**src/rtl/seq_fsm_preamble_101_tx.sv**
```systemverilog
// Serial frame transmitter for the "101" sequence-detect link.
// A word accepted over valid/ready is sent as preamble 1,0,1, then the payload
// MSB-first, then a single 0 gap bit that keeps back-to-back preambles distinct.
// out/out_valid are registered from the next-state values, so they describe the
// registered state with no combinational path from in_* to the serial line.
module seq_fsm_preamble_101_tx #(
    parameter int NBITS = 8
) (
    input  logic             clk,
    input  logic             reset,
    input  logic             in_valid,
    output logic             in_ready,
    input  logic [NBITS-1:0] in_data,
    output logic [1:0]       state,
    output logic             out,
    output logic             out_valid
);

    // Counter covers both the 3 preamble bits and the NBITS payload bits.
    localparam int CW = $clog2((NBITS > 3) ? NBITS : 3);

    localparam logic [CW-1:0] CNT_ZERO      = CW'(0);
    localparam logic [CW-1:0] CNT_ONE       = CW'(1);
    localparam logic [CW-1:0] CNT_PRE_LAST  = CW'(2);
    localparam logic [CW-1:0] CNT_DATA_LAST = CW'(NBITS - 1);

    typedef enum logic [1:0] {
        S_IDLE = 2'd0,
        S_PRE  = 2'd1,
        S_DATA = 2'd2,
        S_GAP  = 2'd3
    } state_t;

    state_t           state_q, state_d;
    logic [CW-1:0]    cnt_q, cnt_d;
    logic [NBITS-1:0] shreg_q, shreg_d;
    logic             out_q, out_d;
    logic             out_valid_q, out_valid_d;

    // Next-state, counter and shift-register update for the frame sequencer.
    always_comb begin
        state_d = state_q;
        cnt_d   = cnt_q;
        shreg_d = shreg_q;
        case (state_q)
            S_IDLE: begin
                if (in_valid) begin
                    state_d = S_PRE;
                    cnt_d   = CNT_ZERO;
                    shreg_d = in_data;
                end else begin
                    state_d = S_IDLE;
                end
            end
            S_PRE: begin
                if (cnt_q == CNT_PRE_LAST) begin
                    state_d = S_DATA;
                    cnt_d   = CNT_ZERO;
                end else begin
                    cnt_d = cnt_q + CNT_ONE;
                end
            end
            S_DATA: begin
                if (cnt_q == CNT_DATA_LAST) begin
                    state_d = S_GAP;
                    cnt_d   = CNT_ZERO;
                end else begin
                    cnt_d   = cnt_q + CNT_ONE;
                    shreg_d = shreg_q << 1;
                end
            end
            S_GAP: begin
                state_d = S_IDLE;
                cnt_d   = CNT_ZERO;
            end
            default: begin
                state_d = S_IDLE;
                cnt_d   = CNT_ZERO;
                shreg_d = '0;
            end
        endcase
    end

    // Line value and valid flag for the state being entered, so the flops hold them.
    always_comb begin
        out_d       = 1'b0;
        out_valid_d = 1'b0;
        case (state_d)
            S_IDLE: begin
                out_d       = 1'b0;
                out_valid_d = 1'b0;
            end
            S_PRE: begin
                out_d       = (cnt_d != CNT_ONE);
                out_valid_d = 1'b1;
            end
            S_DATA: begin
                out_d       = shreg_d[NBITS-1];
                out_valid_d = 1'b1;
            end
            S_GAP: begin
                out_d       = 1'b0;
                out_valid_d = 1'b0;
            end
            default: begin
                out_d       = 1'b0;
                out_valid_d = 1'b0;
            end
        endcase
    end

    // State register with synchronous reset; reset aborts any frame in flight.
    always_ff @(posedge clk) begin
        if (reset) begin
            state_q     <= S_IDLE;
            cnt_q       <= CNT_ZERO;
            shreg_q     <= '0;
            out_q       <= 1'b0;
            out_valid_q <= 1'b0;
        end else begin
            state_q     <= state_d;
            cnt_q       <= cnt_d;
            shreg_q     <= shreg_d;
            out_q       <= out_d;
            out_valid_q <= out_valid_d;
        end
    end

    // Ready is held low while reset is asserted so nothing is handshaken then.
    assign in_ready  = (state_q == S_IDLE) && !reset;
    assign state     = state_q;
    assign out       = out_q;
    assign out_valid = out_valid_q;

endmodule

```
**config.mk**
```make
export PLATFORM = sky130hd
export DESIGN_NAME = seq_fsm_preamble_101_tx
export DESIGN_NICKNAME = d
export VERILOG_FILES = /design/src/rtl/seq_fsm_preamble_101_tx.sv
export SDC_FILE = /design/constraint.sdc
export NUM_CORES = 1
export LEC_CHECK = 0
export CAP_MARGIN = 0
export CORE_MARGIN = 3
export CORE_UTILIZATION = 51
export CTS_CLUSTER_SIZE = 14
export DETAILED_ROUTE_END_ITERATION = 12
export PLACE_DENSITY = 0.8
export SETUP_SLACK_MARGIN = 0.4
export SLEW_MARGIN = 0
export SYNTH_ARGS = -nofsm -noshare
export SYNTH_HDL_FRONTEND = slang
export SYNTH_SLANG_ARGS = --single-unit
```
**constraint.sdc**
```tcl
create_clock -name clk -period 3 [get_ports clk]
set_input_delay 0.6 -clock clk [delete_from_list [all_inputs] [get_ports clk]]
set_output_delay 0.6 -clock clk [all_outputs]
set_load 0.03 [all_outputs]
```
Word level (Yosys, flattened, before mapping)
Cells that the tools add are included.

Add/subtract/negate cells: 1. Equality and inequality tests: 11. Muxes and demuxes: 13. Reductions and logical operators: 8.

Operators by type and width (count): $mux 8 (2); $pmux 8 s2 (1); $pmux 3 s4 (1); $mux 3 (3); $eq 2x2->1 const B (4); $pmux 2 s4 (1); $eq 2x1->1 const B (2); $logic_not 2->1 (2); $mux 2 (2); $ne 2x2->1 const B (2); $reduce_or 2->1 (2); $add 3x1->3 const B (1); $eq 3x2->1 const B (1); $eq 3x3->1 const B (1); $ne 3x1->1 const B (1); $pmux 1 s3 (1); $reduce_and 3->1 (1); $pmux 1 s2 (1); $reduce_bool 2->1 (1); $logic_and 1x1->1 (1); $logic_not 1->1 (1); $mux 1 (1).

Bits in registers: 15. Input bits: 11. Output and inout bits: 5. Logic and storage cells: 39.

Longest topological paths before layout
Gate-level depths: netlist of the first run.

Word-level depth: 6. Depth in mapped cells: 9. Mapped depth without buffers: 9.

Worst setup path before layout of the first run
No wires, ideal clock.

Path kind: register to output. From: reg state_q[1] (netlist: state[1]). To: out in_ready. Data arrival time: 1296 ps. Data required time: 2400 ps. Setup slack: 1104 ps. Cell stages (with the launch flop): 3. Cells stage by stage: dfxtp_1 buf_4 nor3_1.

Longest elaborated chain between the ends: 2.

RTL lines: from (decl) (RTL line 34) `state_t state_q, state_d;`; from (signal assigned) (RTL line 121) `state_q <= state_d;`; $logic_not 2->1 (RTL line 130) `assign in_ready = (state_q == S_IDLE) && !reset;`; $logic_and 1x1->1 (RTL line 130); to (decl) (RTL line 12) `output logic in_ready,`.

Every way passes these cells.

Final worst setup path of the first run
From: in reset. To: out in_ready.

Longest elaborated chain between the ends: 2.

RTL lines: from (decl) (RTL line 10) `input logic reset,`; $logic_not 1->1 (RTL line 130); $logic_and 1x1->1 (RTL line 130).

Every way passes these cells.

==> impl_metrics.tcl, run 1 <==
set metrics [dict create \
    cts-resized-gates 0 \
    final_util 0.752 \
    power_density_nw_per_um2 447 \
    r2r-start "cnt_q[0]$_SDFF_PP0_" \
    worstPathRequired_ps 2400 \
    grt_pass1_vias 624 \
    fin_skew_ps 1.07 \
    fin_crit_sh 0.817 \
    worstSetupStartpointType "primary input" \
    vias_per_cell 5.56 \
    yosys_register_bits 15 \
    grt_max_degree 14 \
    via_count 651 \
    dieArea_um2 1920 \
    hpwl_mm 1.12 \
    r2r_slack_ps 930 \
    critPathMaxFanout 2 \
    p_leak_nw 0.356 \
    cts.clk_slew.worst_paths_ps 80 \
    cts-root-buf "clkbuf_4" \
    maxCapViolCount 0 \
    path_class "in2out" \
    drcViolationCount 0 \
    worstSetupEndpointType "output port" \
    synth_edf_count 0 \
    switching_share 0.263 \
    grt_overflow 0 \
    cts_tree "yes" \
    yosysWarnings 0 \
    rsz0062_at_grt "no" \
    drtIter0Drc 13 \
    numCtsBuffers 3 \
    cts_buffer_depth 2 \
    cts_max_level 1 \
    p_total_mw 0.409 \
    finalSetupViolations 0 \
    syn_area_um2 728 \
    grt_pass1_wl_mm 2.48 \
    syn_nets 100 \
    worstRegToRegCells 7 \
    synth.yosys.seq_area_share 0.412 \
    outcome "finished, final reports clean" \
    wl_per_cell_um 12.6 \
    cts_num_sinks 15 \
    coreArea_um2 1220 \
    timing.slew.headroom 0.683 \
    gp_congestion 0.775 \
    arrival_ps 1850 \
    max_freq_mhz 408 \
    worstMarginPinSlew_ps 475 \
    synth_ff_type "dfxtp_1" \
    power_switching_mw 0.108 \
    drive_above_1_share 0.0777 \
    ctsHoldBuffers 0 \
    die_x_um 43.8 \
    p_int_mw 0.301 \
    ir_worst_vdd_mv 0.320 \
    hold_viol 0 \
    start_util 0.599 \
    portBuffers 15 \
    crit_start "reset" \
    pwr-share-clk 0.268 \
    post-route-min-period_ps 2450 \
    fp.dieH_um 43.8 \
    p_comb_frac 0.193 \
    antenna_found_initial 0 \
    drv_slew 0 \
    worst_r2r_endpoint "out$_SDFF_PP0_" \
    ant_nets 0 \
    netlist_instances 85 \
    ios 16 \
    synth_cell_types 23 \
    nNetsFinal 119 \
    n_antenna_cell 0 \
    synthArstFlopShare 0 \
    floorplan.rows 12 \
    areaGrowthSynthToFinish_pct 25.6 \
    avgSynthCellArea_um2 8.57 \
    insertion_delay_ps 270 \
    crit_end "in_ready" \
    routed_wl_mm 1.47 \
    pwr-share-seq 0.539 \
    grtUsageTotal 0.174 \
    hp-class "reg2reg" \
    post_cts_buffers 0 \
    fill_cells 105 \
    setup_tns_ps 0 \
    firstDrtPassIters 4 \
]
critical path, stage by stage:
cell             delay (ps)
clkdlybuf4s50_1         430
nor3_1                  130
clkdlybuf4s50_1         690
power groups by stage:
| stage | registers, mW | clock network [mW] | logic (mW) |
|---|---|---|---|
| 2_1_floorplan | 0.229 | 0 | 0.0416 |
| 3_3_place_gp | 0.224 | 0 | 0.0770 |
| 3_5_place_dp | 0.225 | 0 | 0.0790 |
| 4_1_cts | 0.220 | 0.114 | 0.0793 |
| 5_1_grt | 0.222 | 0.122 | 0.0867 |
| 6_report | 0.220 | 0.110 | 0.0788 |
metrics by stage:
step | setup slack (ps) | std cells | hold slack (ps) | cell area, um^2
2_1_floorplan | 1100 | 85 | 431 | 728
3_3_place_gp | 570 | 113 | 442 | 888
3_5_place_dp | 544 | 113 | 446 | 888
4_1_cts | 547 | 117 | 462 | 915
5_1_grt | 496 | 117 | 484 | 915
6_report | 549 | 117 | 458 | 915
worst min-delay path by stage:
stage,cells after the start,slack (ps),endpoint,startpoint
global placement,2,440,shreg_q[4]$_SDFFE_PP0P_,shreg_q[4]$_SDFFE_PP0P_
finish,2,460,shreg_q[5]$_SDFFE_PP0P_,shreg_q[5]$_SDFFE_PP0P_
CTS,2,460,shreg_q[5]$_SDFFE_PP0P_,shreg_q[5]$_SDFFE_PP0P_
floorplan,2,430,shreg_q[6]$_SDFFE_PP0P_,shreg_q[6]$_SDFFE_PP0P_
detailed placement,2,450,shreg_q[4]$_SDFFE_PP0P_,shreg_q[4]$_SDFFE_PP0P_
global route,2,480,shreg_q[1]$_SDFFE_PP0P_,shreg_q[1]$_SDFFE_PP0P_
cells by family after synthesis:
logic type | count (synthesis) | synth area share
AND/OR/NAND/NOR | 34 | 0.242
AO/OA/AOI/OAI | 24 | 0.220
flip-flops | 15 | 0.412
buffers and inverters | 8 | 0.0567
adder cells (fa/ha/maj) | 4 | 0.0687
cell type report:
| class | count | area, um^2 | area share |
|---|---|---|---|
| inverters | 5 | 18.8 | 0.0205 |
| well taps | 14 | 17.5 | 0.0192 |
| clock buffers | 4 | 26.3 | 0.0287 |
| repair buffers | 17 | 165 | 0.181 |
| flip-flops and latches | 15 | 300 | 0.328 |
| multi-input cells | 62 | 387 | 0.423 |
cell usage after synthesis (2+ instances only):
master     n  area, um^2
a22oi_1    7        52.6
nor2b_1    2        12.5
a21oi_1    7        35.0
and2_1     4        25.0
o21ai_0    4        20.0
inv_1      5        18.8
ha_1       4        50.1
nand2_1   10        37.5
dfxtp_1   15         300
nand2b_1   3        18.8
nor3_1     2        10.0
nor2_1    10        37.5
a32oi_1    2        17.5
placed cells by master (no fill, tap or decap):
cell and instances:
nor3_2 1, ha_1 4, o311ai_1 1, nor2b_1 2, inv_1 5, and2_1 4
a21oi_1 7, a32oi_1 2, o41ai_1 1, o22a_1 1, clkbuf_4 3, clkdlybuf4s50_1 15
a22oi_1 7, buf_4 2, nor3b_4 1, nor2_1 10, nand2b_1 3, nand2_1 10
nor3_1 2, nor2_2 1, dfxtp_1 15, clkbuf_1 1, a311oi_1 1, o21ai_0 4
registers in the layout, indices dropped and copies added (netlist names):
register   cells
shreg_q        8
cnt_q          3
out_valid      1
out            1
state          2
per-layer routing:
metal / track usage / share of wire
met5: 0 / 0
met4: 0.0602 / 0.0054
met3: 0.0830 / 0.050
met2: 0.288 / 0.49
met1: 0.192 / 0.45
Note: power is estimated with default switching activity, not from simulation.
==> inputs of run 2 (changes only) <==
- CORE_UTILIZATION: 51 -> 47
- PLACE_DENSITY: 0.8 -> 0.75
- clock period: 3 -> 2.4 ns (I/O delays scaled with it)
==> run 2 against run 1 <==
Net effect:
- first-iteration DRC count down 38%
- clock skew is 8.8 ps higher
- total power increased by 29%
- count of clock-buffer cells in the layout decreased by 1
- sequential share of layout area fell by 0.75 points
- clock power grew 35%
- combinational power increased by 35%
- critical path depth down 2
- hold slack worse by 0.64 ps
- via count increased by 2.9%
- global-route usage up 2.0 points
- critical path type is now reg2out
==> impl_metrics.tcl, run 2 (synthesized netlist as in run 1, its figures left out) <==
set metrics [dict create \
    outcome "finished, final reports clean" \
    finalSetupViolations 0 \
    grt_max_degree 14 \
    drv_slew 0 \
    hold_viol 0 \
    ant_nets 0 \
    ios 16 \
    fp.dieH_um 45.4 \
    coreArea_um2 1380 \
    cts.clk_slew.worst_paths_ps 100 \
    worstSetupStartpointType "flop" \
    hpwl_mm 1.25 \
    mostFrequentLayoutCell "dfxtp_1" \
    post-route-min-period_ps 1850 \
    crit_start "state[0]$_SDFF_PP0_" \
    cts-root-buf "clkbuf_4" \
    worst_r2r_endpoint "out$_SDFF_PP0_" \
    final_util 0.677 \
    post_cts_buffers 0 \
    hp-class "reg2reg" \
    ctsHoldBuffers 0 \
    worstSetupEndpointType "output port" \
    fill_cells 114 \
    via_count 670 \
    cp_slowest_stage_delay_ps 690 \
    cts_tree "yes" \
    power_density_nw_per_um2 565 \
    drtIter0Drc 8 \
    start_util 0.527 \
    floorplan.rows 13 \
    cp.depth 1 \
    antenna_found_initial 0 \
    fin_crit_sh 0.770 \
    ir_worst_vdd_mv 0.455 \
    timing.slew.headroom 0.745 \
    grtUsageTotal 0.193 \
    firstDrtPassIters 4 \
    routed_wl_mm 1.61 \
    path_class "reg2out" \
    max_freq_mhz 541 \
    top_register "shreg_q" \
    n_antenna_cell 0 \
    cp_top_family "buffers and inverters" \
    rsz0062_at_grt "no" \
    p_total_mw 0.529 \
    gp_congestion 0.941 \
    p_leak_nw 0.380 \
    cp_cell_sequence "clkdlybuf4s50_1" \
    dieArea_um2 2060 \
    setup_tns_ps 0 \
    crit_end "state[0]" \
    worst-path-buf-inv 1 \
    numCtsBuffers 3 \
    cts_max_level 1 \
    r2r_slack_ps 590 \
    arrival_ps 1370 \
    areaGrowthSynthToFinish_pct 28.5 \
    cts_buffer_depth 2 \
    cpMaxStageDelayCell "clkdlybuf4s50_1" \
    drcViolationCount 0 \
    worstRegToRegCells 7 \
    die_x_um 45.4 \
    drive_above_1_share 0.123 \
    layout_common_cells "dfxtp_1, clkdlybuf4s50_1, nand2_1, nor2_1" \
    grt_overflow 0 \
    vias_per_cell 5.54 \
    worstPathRequired_ps 1920 \
    critPathMaxFanout 2 \
    fin_skew_ps 9.84 \
    r2r-start "cnt_q[0]$_SDFF_PP0_" \
    grt_pass1_wl_mm 2.79 \
    nNetsFinal 122 \
    worstMarginPinSlew_ps 380 \
    largest_reg_flops 8 \
    wl_per_cell_um 13.3 \
    grt_pass1_vias 663 \
    place_area_um2 910 \
    final_area_um2 936 \
    portBuffers 15 \
    maxCapViolCount 0 \
    cts_num_sinks 15 \
    insertion_delay_ps 290 \
]
run 2: layout make-up:
| cell class | count | area, um^2 | area share |
|---|---|---|---|
| Inverter | 5 | 18.8 | 0.0201 |
| Sequential cell | 15 | 300 | 0.321 |
| Clock buffer | 3 | 22.5 | 0.0241 |
| Timing Repair Buffer | 20 | 184 | 0.197 |
| Tap cell | 15 | 18.8 | 0.0201 |
| Clock inverter | 1 | 5.00 | 0.00535 |
| Multi-Input combinational cell | 62 | 387 | 0.413 |
run 2: per-stage QoR:
step	hold slack [ps]	setup slack, ps	cells
after detailed placement	449	443	117
after global placement	442	537	117
after CTS	461	548	121
after floorplan	431	624	85
after global routing	480	454	121
final	458	553	121
run 2: what timing repair did:
item | CTS | global route
endpoints found under the hold margin | 0 | 0
resized for setup | 1 | 0
endpoints found under the setup margin | 1 | 0
run 2: routing by layer:
| layer | wire [um] | track usage |
|---|---|---|
| met5 | 0 | 0 |
| met1 | 708 | 0.241 |
| met3 | 101 | 0.0398 |
| met4 | 56 | 0.135 |
| met2 | 738 | 0.294 |
run 2: worst min path at each step:
| stage | start | end | slack (ps) | depth (start not counted) |
|---|---|---|---|---|
| after floorplan | shreg_q[6]$_SDFFE_PP0P_ | shreg_q[6]$_SDFFE_PP0P_ | 430 | 2 |
| after global placement | shreg_q[3]$_SDFFE_PP0P_ | shreg_q[3]$_SDFFE_PP0P_ | 440 | 2 |
| after detailed placement | shreg_q[2]$_SDFFE_PP0P_ | shreg_q[2]$_SDFFE_PP0P_ | 450 | 2 |
| after CTS | shreg_q[2]$_SDFFE_PP0P_ | shreg_q[2]$_SDFFE_PP0P_ | 460 | 2 |
| after global routing | shreg_q[1]$_SDFFE_PP0P_ | shreg_q[1]$_SDFFE_PP0P_ | 480 | 2 |
| final | shreg_q[2]$_SDFFE_PP0P_ | shreg_q[2]$_SDFFE_PP0P_ | 460 | 2 |
run 2: report_power, final:
group          internal, mW  switching (mW)
Combinational        0.0511          0.0551
Clock                0.0620          0.0874
Sequential            0.264         0.00874
run 2: worst reg2reg max path, delay by kind of cell (launching register included):
kind / cells / cell delay (ps)
AND/OR/NAND/NOR: 2 / 400
AO/OA/AOI/OAI: 3 / 490
adder cells (fa/ha/maj): 2 / 440
flip-flops: 1 / 360
==> inputs of run 3 (changes only) <==
- clock period: 2.4 -> 1.7 ns (I/O delays scaled with it)
==> run 3 against run 2 <==
Net effect:
- sequential power rose by 44%
- utilization rose by 22 points
- non-clock buffer count increased by 11
- combinational power increased by 120%
- sequential share of layout area shrank 6.7 points
- cell count is 9.1% higher
- sequential cell count is the same
- register-to-register slack worse by 560 ps
- clock power grew 39%
- hold slack improved by 14 ps
- critical path type is now reg2reg
==> impl_metrics.tcl, run 3 (synthesized netlist as in run 1, its figures left out) <==
set metrics [dict create \
    power_density_nw_per_um2 665 \
    cpMaxStageDelayCell "dfxtp_4" \
    worst-path-buf-inv 1 \
    cp_slowest_stage_delay_ps 370 \
    fin_crit_sh 0.980 \
    nNetsFinal 133 \
    crit_start "cnt_q[0]$_SDFF_PP0_" \
    ir_worst_vdd_mv 0.622 \
    arrival_ps 1860 \
    timing.slew.headroom 0.797 \
    cts_buffer_depth 2 \
    setup_tns_ps 0 \
    portBuffers 15 \
    drv_slew 0 \
    cts_max_level 1 \
    fp.dieH_um 45.4 \
    vias_per_cell 6.12 \
    top_register "shreg_q" \
    outcome "finished, final reports clean" \
    ios 16 \
    max_freq_mhz 600 \
    maxCapViolCount 0 \
    worstMarginPinSlew_ps 304 \
    ctsHoldBuffers 0 \
    place_area_um2 955 \
    floorplan.rows 13 \
    grt_pass1_vias 715 \
    r2r-start "cnt_q[0]$_SDFF_PP0_" \
    gp_congestion 0.868 \
    n_antenna_cell 0 \
    hpwl_mm 1.22 \
    numCtsBuffers 3 \
    cp_cell_sequence "inv_1 > ha_2 > nor2b_4 > nand2_2 > o21ai_2 > o21ai_2 > ha_2 > o41ai_2" \
    p_leak_nw 0.481 \
    wl_per_cell_um 19.5 \
    finalSetupViolations 0 \
    layout_common_cells "dfxtp_1, nor2_1, clkdlybuf4s50_1, buf_4" \
    worstSetupEndpointType "flop" \
    via_count 808 \
    post-route-min-period_ps 1670 \
    p_total_mw 0.826 \
    place_inst 117 \
    hold_start "shreg_q[1]$_SDFFE_PP0P_" \
    drcViolationCount 0 \
    coreArea_um2 1380 \
    place_ws_ps -55.7 \
    grt_pass1_wl_mm 3.07 \
    firstDrtPassIters 4 \
    largest_reg_flops 8 \
    areaGrowthSynthToFinish_pct 70.6 \
    fin_ws_ps 34.1 \
    path_class "reg2reg" \
    cts_num_sinks 15 \
    dieArea_um2 2060 \
    drive_above_1_share 0.547 \
    routed_wl_mm 2.57 \
    seqCellArea_um2 315 \
    fill_cells 58 \
    critPathMaxFanout 3 \
    cp_top_family "compound AO/OA/AOI/OAI gates" \
    fin_skew_ps 11.6 \
    rsz0062_at_grt "yes" \
    final_cells 132 \
    multi_input_area_um2 572 \
    grt_max_degree 9 \
    cts-root-buf "clkbuf_4" \
    grtUsageTotal 0.211 \
    insertion_delay_ps 290 \
    antenna_found_initial 0 \
    mostFrequentLayoutCell "dfxtp_1" \
    hold_viol 0 \
    hp-class "reg2reg" \
    r2r_slack_ps 30 \
    worstSetupStartpointType "flop" \
    start_util 0.527 \
    ant_nets 0 \
    cts.clk_slew.worst_paths_ps 100 \
    die_x_um 45.4 \
    cts_tree "yes" \
    final_area_um2 1240 \
    worstPathRequired_ps 1890 \
    drtIter0Drc 31 \
    grt_overflow 0 \
]
[run 3: cell types whose count changed in the layout (fill, tap and decap cells not counted), sizes merged]
cell and delta:
buf +11, clkdlybuf4s50 -4, clkbuf +3, clkdlybuf4s15 +2, clkinv -1
[run 3: cell type report]
class                   instances  share of cell area
inverters                       5              0.0151
multi-input cells              62               0.460
well taps                      15              0.0151
repair buffers                 31               0.235
flip-flops and latches         15               0.254
clock buffers                   4              0.0211
[run 3: metrics by stage]
step                      hold slack, ps   util
after floorplan                      409      -
after global placement               441  0.690
after detailed placement             445  0.690
after CTS                            457  0.777
after global routing                 485  0.899
final                                472  0.899
[run 3: worst register-to-register path, cell delays in order, from the launching register on]
cell and delay (ps):
dfxtp_4 370, inv_1 80, ha_2 180, nor2b_4 160
nand2_2 60, o21ai_2 60, o21ai_2 110, ha_2 210
o41ai_2 350
[run 3: routing by layer]
| layer | GRT usage | share of wire |
|---|---|---|
| met5 | 0 | 0 |
| met4 | 0.129 | 0.025 |
| met3 | 0.0558 | 0.080 |
| met2 | 0.336 | 0.48 |
| met1 | 0.251 | 0.41 |
[run 3: final timing paths]
path,cells past startpoint,end
setup reg to reg,8,out$_SDFF_PP0_
setup / recovery,8,out$_SDFF_PP0_
hold / removal,2,shreg_q[1]$_SDFFE_PP0P_
hold reg to reg,2,shreg_q[1]$_SDFFE_PP0P_
[run 3: repair_timing]
item,4_1_cts,5_1_grt
setup endpoints to repair,18,17
resized for setup,15,45
endpoints found under the hold margin,0,0
pin swaps,4,23
buffers inserted,9,2
gates cloned,0,0
[run 3: power breakdown]
part / switching (mW) / internal, mW
registers: 0.0209 / 0.371
clock network: 0.116 / 0.0910
logic: 0.118 / 0.109
total: 0.255 / 0.571
